<file path="config.mk">
export PLATFORM = sky130hd
export DESIGN_NAME = response_transmitter
export DESIGN_NICKNAME = d
export VERILOG_FILES = /design/src/rtl/response_transmitter_pkg.sv /design/src/rtl/byte_fifo.sv /design/src/rtl/response_transmitter.sv
export SDC_FILE = /design/constraint.sdc
export NUM_CORES = 1
export LEC_CHECK = 0
export CORE_MARGIN = 1
export CORE_UTILIZATION = 55
export CTS_BUF_LIST = sky130_fd_sc_hd__clkbuf_8
export DETAILED_ROUTE_END_ITERATION = 10
export PLACE_DENSITY = 0.84
export REMOVE_ABC_BUFFERS = 1
export SYNTH_ARGS = -nofsm -noshare
export SYNTH_HDL_FRONTEND = slang
export SYNTH_SLANG_ARGS = --single-unit
</file>
<file path="constraint.sdc">
create_clock -name clk -period 4.4 [get_ports clk]
set_input_delay 0.44 -clock clk [delete_from_list [all_inputs] [get_ports clk]]
set_output_delay 0.44 -clock clk [all_outputs]
set_load 0.01 [all_outputs]
</file>
<file path="src/rtl/response_transmitter_pkg.sv">
// response_transmitter_pkg: transmitter FSM encoding and shared UART defaults
package response_transmitter_pkg;
  typedef enum logic [1:0] {IDLE, START, DATA, STOP} tx_state_t;
  localparam int DEFAULT_BAUD_RATE = 115200;
  localparam int DEFAULT_FIFO_DEPTH = 16;
endpackage

</file>
<file path="src/rtl/byte_fifo.sv">
// byte_fifo: single-clock byte buffer with registered full/empty and sticky overflow
module byte_fifo #(
  parameter int DEPTH = 16
) (
  input  logic       clk,
  input  logic       reset,
  input  logic       push,
  input  logic       pop,
  input  logic [7:0] din,
  output logic [7:0] dout,
  output logic       full,
  output logic       empty,
  output logic       overflow
);
  localparam int AW = $clog2(DEPTH);
  if (DEPTH < 2 || (DEPTH & (DEPTH - 1)) != 0) begin : g_bad_depth
    $error("byte_fifo DEPTH must be a power of two >= 2");
  end
  logic [7:0] mem [DEPTH];
  logic [AW-1:0] wr_ptr, rd_ptr;
  logic [AW:0] count, count_n;
  logic accept;
  // a pop in the same cycle frees the slot a full-buffer write needs
  assign accept = push && (!full || pop);
  assign count_n = count + (AW+1)'(accept) - (AW+1)'(pop);
  assign dout = mem[rd_ptr];
  always_ff @(posedge clk)
    if (reset && accept) mem[wr_ptr] <= din;
  always_ff @(posedge clk) begin
    if (!reset) begin
      wr_ptr <= '0;
      rd_ptr <= '0;
      count <= '0;
      full <= 1'b0;
      empty <= 1'b1;
      overflow <= 1'b0;
    end else begin
      if (accept) wr_ptr <= wr_ptr + AW'(1);
      if (pop) rd_ptr <= rd_ptr + AW'(1);
      count <= count_n;
      full <= count_n == (AW+1)'(DEPTH);
      empty <= count_n == '0;
      if (push && !accept) overflow <= 1'b1;
    end
  end
endmodule

</file>
<file path="src/rtl/response_transmitter.sv">
// response_transmitter: buffered 8N1 UART transmitter for interpreter responses
module response_transmitter
  import response_transmitter_pkg::*;
#(
  parameter int CLK_FREQ = 25000000,
  parameter int BAUD_RATE = DEFAULT_BAUD_RATE,
  parameter int FIFO_DEPTH = DEFAULT_FIFO_DEPTH
) (
  input  logic       clk,
  input  logic       reset,
  input  logic       write_uart,
  input  logic [7:0] uart_out,
  output logic       tx,
  output logic       busy,
  output logic       fifo_full,
  output logic       fifo_empty,
  output logic       overflow
);
  localparam int CLKS_PER_BIT = CLK_FREQ / BAUD_RATE;
  localparam int BW = CLKS_PER_BIT > 2 ? $clog2(CLKS_PER_BIT) : 1;
  localparam logic [BW-1:0] LAST = BW'(CLKS_PER_BIT - 1);
  if (CLKS_PER_BIT < 2) begin : g_bad_baud
    $error("CLK_FREQ/BAUD_RATE must be at least 2");
  end
  tx_state_t state, state_n;
  logic [BW-1:0] baud, baud_n;
  logic [2:0] bit_cnt, bit_n;
  logic [7:0] shift, shift_n, head;
  logic tx_n, pop, bit_end;
  byte_fifo #(.DEPTH(FIFO_DEPTH)) u_fifo (
    .clk(clk),
    .reset(reset),
    .push(write_uart),
    .pop(pop),
    .din(uart_out),
    .dout(head),
    .full(fifo_full),
    .empty(fifo_empty),
    .overflow(overflow)
  );
  assign busy = state != IDLE;
  assign bit_end = baud == LAST;
  always_comb begin
    state_n = state;
    baud_n = bit_end ? '0 : baud + BW'(1);
    bit_n = bit_cnt;
    shift_n = shift;
    tx_n = tx;
    pop = 1'b0;
    case (state)
      IDLE: begin
        baud_n = '0;
        if (!fifo_empty) begin
          pop = 1'b1;
          shift_n = head;
          tx_n = 1'b0;
          state_n = START;
        end
      end
      START: if (bit_end) begin
        state_n = DATA;
        bit_n = '0;
        tx_n = shift[0];
      end
      DATA: if (bit_end) begin
        // tx is preloaded with the next bit so the line changes on the bit boundary
        if (bit_cnt == 3'd7) begin
          state_n = STOP;
          tx_n = 1'b1;
        end else begin
          bit_n = bit_cnt + 3'd1;
          shift_n = shift >> 1;
          tx_n = shift[1];
        end
      end
      STOP: if (bit_end) state_n = IDLE;
    endcase
  end
  always_ff @(posedge clk) begin
    if (!reset) begin
      state <= IDLE;
      baud <= '0;
      bit_cnt <= '0;
      shift <= '0;
      tx <= 1'b1;
    end else begin
      state <= state_n;
      baud <= baud_n;
      bit_cnt <= bit_n;
      shift <= shift_n;
      tx <= tx_n;
    end
  end
endmodule

</file>
==> impl_results.md <==
- Slew Limit Fails: 0
- Yosys warns: 0
- RD Place Congestion: 0.813
- Via count: about 3700
- Hold Vio Cnt, Final: 0
- Critical path launch point: state[1]$_SDFFE_PN0P_
- Port bufs: 15
- Synth cell types: 47
- Area Overhead vs Synth: 10.1%
- Flops & latches, synth: 170
- Max-cap viol count: 0
- R2r worst-path depth: 14
- Final Cycle Share: 68.3%
- Sequential area share after synthesis: 68.3%
- Clk_skew: 16.7 ps
- Final HPWL DP: 8100 um
- RSZ-0062 raised after global routing: no
- Hold EP: baud[0]$_SDFF_PP0_
- Die ar.: 12900 um2
- Final #Nets: a little under 500
- Hold Startpoint: baud[0]$_SDFF_PP0_
- Antenna cell count: 0
- Hold Path Cell Cnt: 1
- Antenna violations before repair: 0
- Pre-Repair DR Iteration Count: 4
- Crit-path max FO: 7
- Routed Antenna Nets: 0
- Clk slew on worst S/H paths: 90 ps
- Drt drc: 0
- I/O pin count: 16
- Placed cell area: around 7200 um2
- Asr flop ratio synth: 0%
- FP Rows: 40
- Post-CTS resize count: 0
- Achievable Freq: 0.333 GHz
- Die H: about 110 um
- Total grt overflow: 0
- Clock Tree Buf Depth: 2
- CTS Hold Bufs: 0
- GR Util All Layers: 21.8%
- Sum Neg Setup Slack: 0 ps
- Post-Synthesis Cell Area: 6860 um2
- Post-synthesis cell count: around 440
- Core Footprint: 12100 um2
- Total power: 4.00 mW
- Crit path kind: reg2reg
- Pin count of the biggest net entering global routing: 34
- Endpoints failing setup: 0
- CTS tree: done
- Reg2Reg Setup Slack: roughly 1400 ps
- Post-CTS setup repair buffer count: 0
- Worst VDD drop: 0.311 mV
- Crit end category: register
- Vias in the first global route: 3750
- Leakage power: 2.49 nW
- H-tree Lvls: 4
- Final Hold Slack: 472 ps
- Cell Pwr Density: about 530 nW/um2
- Worst slew margin: roughly 29%
- Most used DFF post-synth: edfxtp_1
- Total CTS buffers: 17
- Arrival @ worst endpoint: approximately 3400 ps
- WL per Instance: 19.9 um
- Startpoint types: register
- Slew of the pin with the lowest slew margin: 1060 ps
- Share of cells above drive strength 1: 15.1%
- Syn_area_per_cell: around 16 um2
- Post-detailed-route via-to-cell ratio: 5.84
- Violation count after the first detailed-route iteration: 368
- CTS Sinks: 170
- Post-synth EDFFs: 128
- Status: finished clean
- Die Span X: 114 um
- First-pass GRT wire length: 20200 um
- Tmin final: around 3000 ps
- Final wirelength: 12700 um
- Reg2reg start: state[1]$_SDFFE_PN0P_
- Starting Density: 56.7%
- Worst flop-to-flop path endpoint: u_fifo.empty$_SDFF_PN1_
- Root buf cell: clkbuf_8
- Hold Path Class: reg2reg
- Design area: 7560 um2
- CP required: 4740 ps
- Clk_lat worst skew: 470 ps
sequential cells by signal, indices dropped and copies added (netlist names), named ones only:
register,flops
u_fifo.mem,128
baud,8
shift,8
u_fifo.count,5
u_fifo.rd_ptr,4
u_fifo.wr_ptr,4
bit_cnt,3
state,2
tx,1
u_fifo.empty,1
u_fifo.full,1
u_fifo.overflow,1
worst max-delay path by stage:
stage	endpoint	slack (ps)	cells after the start
2_1_floorplan	shift[0]$_SDFFE_PN0P_	1610	4
5_1_grt	u_fifo.empty$_SDFF_PN1_	1200	14
3_3_place_gp	u_fifo.mem[2][5]$_DFFE_PP_	1380	5
3_5_place_dp	u_fifo.mem[3][6]$_DFFE_PP_	1330	5
4_1_cts	u_fifo.empty$_SDFF_PN1_	1380	14
6_report	u_fifo.empty$_SDFF_PN1_	1390	14
logic make-up after synthesis:
group                      Yosys count  synth area share [%]
AOI/OAI and AO/OA                   69                  6.64
adders and majority gates           20                  3.76
xor gates and xnor gates            15                  1.91
and+or+nand+nor                     94                  6.49
DFF                                170                  68.3
buffers and inverters               37                  2.32
muxes                               34                  10.6
per-layer routing:
metal	up-vias	part of all wire [%]	track usage (%)
li1	1705	-	-
met1	1838	41	28.7
met2	152	49	33.9
met3	32	6.7	6.38
met4	0	2.8	10.1
met5	-	0	0
Yosys cell counts (6+ instances only):
master | n | area [um2]
ha_1 | 19 | 238
xor2_1 | 9 | 78.8
a21oi_1 | 28 | 140
nor2_1 | 38 | 143
nand2_1 | 20 | 75.1
mux4_2 | 31 | 698
and2_1 | 7 | 43.8
o21ai_0 | 7 | 35.0
edfxtp_1 | 128 | 3840
dfxtp_1 | 42 | 841
inv_1 | 17 | 63.8
nand3_1 | 6 | 30.0
xnor2_1 | 6 | 52.6
clkbuf_1 | 11 | 41.3
a22oi_1 | 13 | 97.6
worst max-delay path, stage by stage (launching register included):
cell      delay (ps)
dfxtp_1          410
inv_1            100
ha_1             260
nand2b_1         290
inv_1            150
ha_1             300
inv_1             40
ha_1             210
fa_1             420
a21o_1           200
a21oi_1          180
xnor2_1          130
nand2_1           80
inv_1             80
a21oi_1           40
where the power goes:
group	switching (mW)	internal, mW
Clock	0.576	0.515
Combinational	0.515	0.482
Sequential	0.0819	1.83
layout by cell type (no fill, tap or decap), types with 6 or more instances in the layout:
cell type / n
edfxtp_1: 128
dfxtp_1: 41
nor2_1: 38
mux4_2: 31
a21oi_1: 28
nand2_1: 20
ha_1: 19
inv_1: 17
clkbuf_8: 17
clkdlybuf4s50_1: 15
a22oi_1: 13
xor2_1: 9
and2_1: 7
o21ai_0: 7
nand3_1: 6
xnor2_1: 6
through the flow:
step	setup WS (ps)	instances	util, %
3_5_place_dp	1330	606	59.1
6_report	1390	638	62.4
5_1_grt	1200	638	62.4
3_3_place_gp	1380	606	59.1
4_1_cts	1380	638	62.4
2_1_floorplan	1610	420	-
cell type report:
type / count / area (um2)
clock buffers: 17 / 234
clock inverters: 15 / 166
fillers: 874 / 4560
inverters: 18 / 67.6
multi-input cells: 232 / 2020
flip-flops and latches: 170 / 4690
well taps: 168 / 210
repair buffers: 18 / 173
No activity file was read; power rests on OpenSTA's default activity.
